`config.mk`:
```
export PLATFORM = sky130hd
export DESIGN_NAME = hash_feeder
export DESIGN_NICKNAME = d
export VERILOG_FILES = /design/src/rtl/hash_feeder.sv
export SDC_FILE = /design/constraint.sdc
export NUM_CORES = 1
export LEC_CHECK = 0
export CAP_MARGIN = 20
export CORE_UTILIZATION = 45
export DETAILED_ROUTE_END_ITERATION = 6
export MAX_ROUTING_LAYER = met4
export PLACE_DENSITY = 0.76
export SYNTH_ARGS = -nofsm -noshare
export SYNTH_HDL_FRONTEND = slang
export SYNTH_SLANG_ARGS = --single-unit
export TNS_END_PERCENT = 100
```
`constraint.sdc`:
```
create_clock -name clk -period 2.9 [get_ports clk]
set_input_delay 0.435 -clock clk [delete_from_list [all_inputs] [get_ports clk]]
set_output_delay 0.435 -clock clk [all_outputs]
set_load 0.02 [all_outputs]
```
`src/rtl/hash_feeder.sv`:
```
// Collects 16 message bytes, runs the external hash engine for a fixed latency,
// then holds the captured hash until the consumer takes it.
module hash_feeder #(
  parameter int HASH_LATENCY = 34,
  parameter int MSG_BYTES    = 16
) (
  input  logic                   clk,
  input  logic                   reset,
  input  logic                   in_valid,
  input  logic [7:0]             in_data,
  output logic                   in_ready,
  input  logic                   flush,
  output logic                   eng_en,
  output logic [8*MSG_BYTES-1:0] eng_msg,
  input  logic [7:0]             eng_hash0,
  input  logic [7:0]             eng_hash1,
  input  logic [7:0]             eng_hash2,
  output logic [7:0]             out_hash0,
  output logic [7:0]             out_hash1,
  output logic [7:0]             out_hash2,
  output logic                   out_valid,
  input  logic                   out_ready,
  output logic                   busy,
  output logic [7:0]             blk_count
);

  typedef enum logic [1:0] {LOAD, RUN, OUT} state_t;

  state_t                 state, state_nx;
  logic [3:0]             byte_idx;
  logic [5:0]             lat_cnt;
  logic [8*MSG_BYTES-1:0] msg;

  logic accept, last_byte, lat_done, handshake;

  // flush wins over a byte offered in the same cycle
  assign accept    = (state == LOAD) && in_valid && !flush;
  assign last_byte = accept && (byte_idx == 4'(MSG_BYTES - 1));
  assign lat_done  = (state == RUN) && (lat_cnt == 6'(HASH_LATENCY - 1));
  assign handshake = (state == OUT) && out_ready;

  assign in_ready = (state == LOAD);
  assign busy     = (state != LOAD);
  assign eng_msg  = msg;

  always_comb begin
    state_nx = state;
    unique case (state)
      LOAD:    if (last_byte) state_nx = RUN;
      RUN:     if (lat_done)  state_nx = OUT;
      OUT:     if (handshake) state_nx = LOAD;
      default: state_nx = LOAD;
    endcase
  end

  always_ff @(posedge clk) begin
    if (reset) begin
      state     <= LOAD;
      byte_idx  <= '0;
      lat_cnt   <= '0;
      msg       <= '0;
      eng_en    <= 1'b0;
      out_valid <= 1'b0;
      out_hash0 <= '0;
      out_hash1 <= '0;
      out_hash2 <= '0;
      blk_count <= '0;
    end else begin
      state     <= state_nx;
      // eng_en and out_valid are registered copies of the next state
      eng_en    <= (state_nx == RUN);
      out_valid <= (state_nx == OUT);

      if (state == LOAD) begin
        if (flush) begin
          byte_idx <= '0;
        end else if (in_valid) begin
          msg[{byte_idx, 3'b000} +: 8] <= in_data;
          byte_idx                     <= byte_idx + 4'd1;
        end
      end

      if (state == RUN) lat_cnt <= lat_cnt + 6'd1;
      else              lat_cnt <= '0;

      if (lat_done) begin
        out_hash0 <= eng_hash0;
        out_hash1 <= eng_hash1;
        out_hash2 <= eng_hash2;
      end

      if (handshake) blk_count <= blk_count + 8'd1;
    end
  end

endmodule

```
After elaboration in Yosys (flattened, before gate mapping)
Cells that the tools add are included.
{"block": "totals", "output_inout_bits": 164, "wordCells": 43, "register_bits": 174}
{"block": "classes", "n_addsub": 4, "bitwise_logic": 2, "n_reduce_logical": 12, "mux": 7, "n_eq_ne": 6, "shifts": 2}
{"cell": "$bwmux 128", "n": 1}
{"cell": "$shift 8x9->128 const A", "n": 1}
{"cell": "$shiftx 8x9->128", "n": 1}
{"cell": "$neg 7->9", "n": 1}
{"cell": "$add 8x1->8 const B", "n": 1}
{"cell": "$mux 4", "n": 2}
{"cell": "$add 6x1->6 const B", "n": 1}
{"cell": "$eq 6x6->1 const B", "n": 1}
{"cell": "$mux 2", "n": 3}
{"cell": "$pmux 2 s3", "n": 1}
{"cell": "$logic_and 1x1->1", "n": 5}
{"cell": "$add 4x1->4 const B", "n": 1}
{"cell": "$eq 2x1->1 const B", "n": 2}
{"cell": "$eq 2x2->1 const B", "n": 2}
{"cell": "$eq 4x4->1 const B", "n": 1}
{"cell": "$reduce_bool 2->1", "n": 2}
{"cell": "$reduce_and 3->1", "n": 1}
{"cell": "$logic_not 2->1", "n": 1}
{"cell": "$not 1->1", "n": 2}
{"cell": "$reduce_and 2->1", "n": 1}
{"cell": "$reduce_or 2->1", "n": 1}
{"cell": "$logic_not 1->1", "n": 1}

Longest topological paths before layout
{"block": "logic_depth", "ltp_word": 7, "mapped_depth": 9}

Least setup slack after synthesis
Ideal clock, no wire load.
{"block": "synth_timing", "kind": "reg-to-reg", "startpoint": "register byte_idx[1]", "endpoint": "register msg[32] (netlist: eng_msg[32])", "period_less_slack_ns": 2.098, "setup_ns": 0.127, "slack_ns": 0.802, "required_time_ns": 2.773, "stages_incl_launch_ff": 9, "t_arrival_ns": 1.970, "cell_sequence": "dfxtp_1 clkbuf_1 inv_1 ha_1 buf_2 or2_2 o21ai_1 nand4_2 mux2i_1"}
{"block": "synth_between", "elab_chain_cells": 3, "elab_cells_between_ends": 4}
{"element": "from (decl)", "line_no": "30", "text": "logic [3:0] byte_idx;"}
{"element": "from (signal assigned)", "line_no": "79", "text": "byte_idx <= byte_idx + 4'd1;"}
{"element": "$neg 7->9 (*)", "line_no": "78", "text": "msg[{byte_idx, 3'b000} +: 8] <= in_data;"}
{"element": "$shiftx 8x9->128 / $shift 8x9->128 (equally long branches)", "line_no": "78"}
{"element": "$bwmux 128 (*)", "line_no": "78"}
{"element": "to (signal, indexed assignment)", "line_no": "78"}
{"element": "to (decl)", "line_no": "32", "text": "logic [8*MSG_BYTES-1:0] msg;"}
Every way passes the cells marked *; elsewhere a longest branch is shown, timed or not.
A chain may end at the register's enable or synchronous reset.

Worst setup path in the final report
{"block": "layout_timing", "startpoint": "register byte_idx[0]", "endpoint": "register msg[82] (netlist: eng_msg[82])"}
The elaborated chain is that of the path after synthesis.

==> impl_metrics.toml <==
[run_status]
status = "complete, no violations"

[synth]
synth_edf_count = 0
synth_top_family_by_area = "multiplexers"
yosys.area_share.xor_xnor = 0.0161
synth-seq-cells = 174
ys_seq_area_frac = 0.498
synth_area_per_cell_sq_um = 10.6
synth_async_sr_flop_share = 0
ys.flop_type = "dfxtp_1"
synthSimpleGateAreaFrac = 0.210
ys_warn_count = 0
synth_nets = 705
synth_fa_ha_area_frac = 0.0107
netlist_instances = 662
synth_area_sq_mm = 0.00699
muxShareOfSynthArea = 0.219
synth_compound_area_frac = 0.0215
ys_types = 47

[global_route]
grt_pass1_wl_um = 28700
antenna_found_initial = 0
track_usage = 0.242
grt_max_degree = 53
grt_pass1_vias = 5391
grt_overflow_total = 0

[setup_path]
cp.arrival_ns = 2.80
crit_family = "simple AND/OR/NAND/NOR gates"
path_cells = "inv_1, ha_1, or2_2, o21ai_1, nand3b_1, mux2i_1"
endpoint_kind = "flop"
worst_r2r_path_depth = 6
r2r-start = "byte_idx[0]"
r2r-end = "eng_msg[82]"
cp.depth = 6
critPathMaxFanout = 10
crit_buf_inv = 1
cp_slowest_cell = "dfxtp_1"
crit_end = "eng_msg[82]"
reg2reg_slack_ns = 0.46
critPathRequiredTime_ns = 3.26
critical_path_class = "reg2reg"
startpoint_type = "flop"
cpPeakStageDelay_ns = 0.53
cp-startpoint = "byte_idx[0]"

[power_and_ir_drop]
p_leak_nw = 3.84
pwr-share-clk = 0.457
seqPwrFrac = 0.498
p_comb_frac = 0.045
p_int_mw = 3.80
total_power_mw = 4.82
cellPowerDensity_mw_per_mm2 = 496
power.switching_mw = 1.02
peakVddDrop_mv = 0.400
swShare = 0.212

[clocking]
clk_path_buf_depth = 2
cts_tree = "done"
clockRootBuffer = "clkbuf_16"
numClockSinks = 174
numCtsBuffers = 17
cts_resized = 0
postCtsSetupRepairBufs = 0
clk_latency_ns = 0.45
htree_num_levels = 4
path_clk_slew_ns = 0.06
postCtsHoldBufs = 0

[worst_hold_path]
hold_class = "in2reg"

[routing]
num_vias = 5309
first_pass_iters = 5
drt_iter0_markers = 229
drc_errors = 0
routed_wirelength_um = 18100
drt-vias-per-instance = 5.03
detail_route.wl_per_cell_um = 17.1
postRouteAntennaNets = 0

[timing]
finalSetupViolCount = 0
period_needed_ns = 2.44
hold_viol = 0
finalCritPeriodShare = 0.841
tightest_slew_ns = 0.612
slew_viol_final = 0
fmax_mhz = 410
slew-limit-headroom = 0.591
fin_tns_setup_ns = 0
fin_skew_ns = 0.0280
rsz0062_at_grt = "false"

[floorplan]
die_x_um = 127
io_pins = 201
coreArea_sq_mm = 0.0152
die_h_um = 127
initial_core_util = 0.460
die_area_sq_mm = 0.0160
fp-row-count = 45

[placement]
port_buffers = 200
gp_congestion = 0.797
placed_area_sq_mm = 0.00916
dp_hpwl_um = 13000

[final_layout]
final_cell_mix = "clkdlybuf4s50_1 (199), dfxtp_1 (174), mux2i_1 (153)"
final_common_cell = "clkdlybuf4s50_1"
nets = 901
final_layout_size_suffix_gt1_frac = 0.0657
insertedDiodeCount = 0
area_growth_pct = 38.9
final_area_sq_mm = 0.00972

[flow_run]
maxCapViolations = 0
[metrics by stage]
stage	hold slack, ns	setup WS, ns	utilization	instances
4_1_cts	0.432	0.423	0.639	1056
6_report	0.436	0.460	0.639	1056
3_3_place_gp	0.449	0.408	0.603	1027
5_1_grt	0.453	0.256	0.639	1056
2_1_floorplan	0.434	0.802	-	662
3_5_place_dp	0.458	0.291	0.603	1027
[synthesized netlist by cell type, drive strengths merged, types with 4 or more instances]
library cell	n	area, sq um
a21oi	9	60.1
buf	11	66.3
clkbuf	24	90.1
dfxtp	174	3480
ha	6	75.1
inv	4	15.0
mux2i	153	1530
nand2	24	90.1
nand2b	123	769
nand3	10	85.1
nand3b	4	30.0
nand4	5	37.5
nor2	72	315
nor3	4	20.0
o21ai	6	30.0
xnor2	6	60.1
xor2	6	52.6
[how the worst min path moves through the flow]
| stage | end | from | cells after the start | slack [ns] |
|---|---|---|---|---|
| 3_3_place_gp | lat_cnt[0] | lat_cnt[0] | 1 | 0.45 |
| 6_report | eng_msg[65] | reset | 2 | 0.44 |
| 3_5_place_dp | lat_cnt[0] | lat_cnt[0] | 1 | 0.46 |
| 4_1_cts | eng_msg[7] | reset | 2 | 0.43 |
| 5_1_grt | eng_msg[65] | reset | 2 | 0.45 |
| 2_1_floorplan | lat_cnt[0] | lat_cnt[0] | 1 | 0.43 |
[power by group through the flow]
| stage | clock (mW) | sequential [mW] | combinational (mW) |
|---|---|---|---|
| 2_1_floorplan | 0 | 2.46 | 0.108 |
| 3_3_place_gp | 0 | 2.45 | 0.214 |
| 3_5_place_dp | 0 | 2.45 | 0.217 |
| 4_1_cts | 2.24 | 2.40 | 0.218 |
| 5_1_grt | 2.35 | 2.40 | 0.229 |
| 6_report | 2.20 | 2.40 | 0.215 |
[cell type report]
class | instances | area (sq um)
fillers | 1244 | 5480
flip-flops and latches | 174 | 3480
multi-input cells | 449 | 3340
repair buffers | 212 | 2090
clock buffers | 23 | 468
well taps | 188 | 235
clock inverters | 6 | 87.6
inverters | 4 | 15.0
[layer usage]
metal	track usage	routed length [um]
met5	-	0
met4	0.0966	189
met3	0.0759	1190
met2	0.393	9020
met1	0.279	7690
[state kept, by name, summed over array words and instances (netlist names), 2 cells and up]
| register | cells |
|---|---|
| byte_idx | 4 |
| eng_msg | 128 |
| lat_cnt | 6 |
| out_hash1 | 8 |
| out_hash2 | 8 |
| state | 2 |
| blk_count | 8 |
| out_hash0 | 8 |
[cells by family after synthesis]
| family | Yosys count |
|---|---|
| multiplexers | 153 |
| flip-flops | 174 |
| adder cells (fa/ha/maj) | 6 |
| AO/OA/AOI/OAI | 22 |
| buffers and inverters | 39 |
| AND/OR/NAND/NOR | 256 |
| XOR/XNOR | 12 |
(Power assumes the default switching activity.)
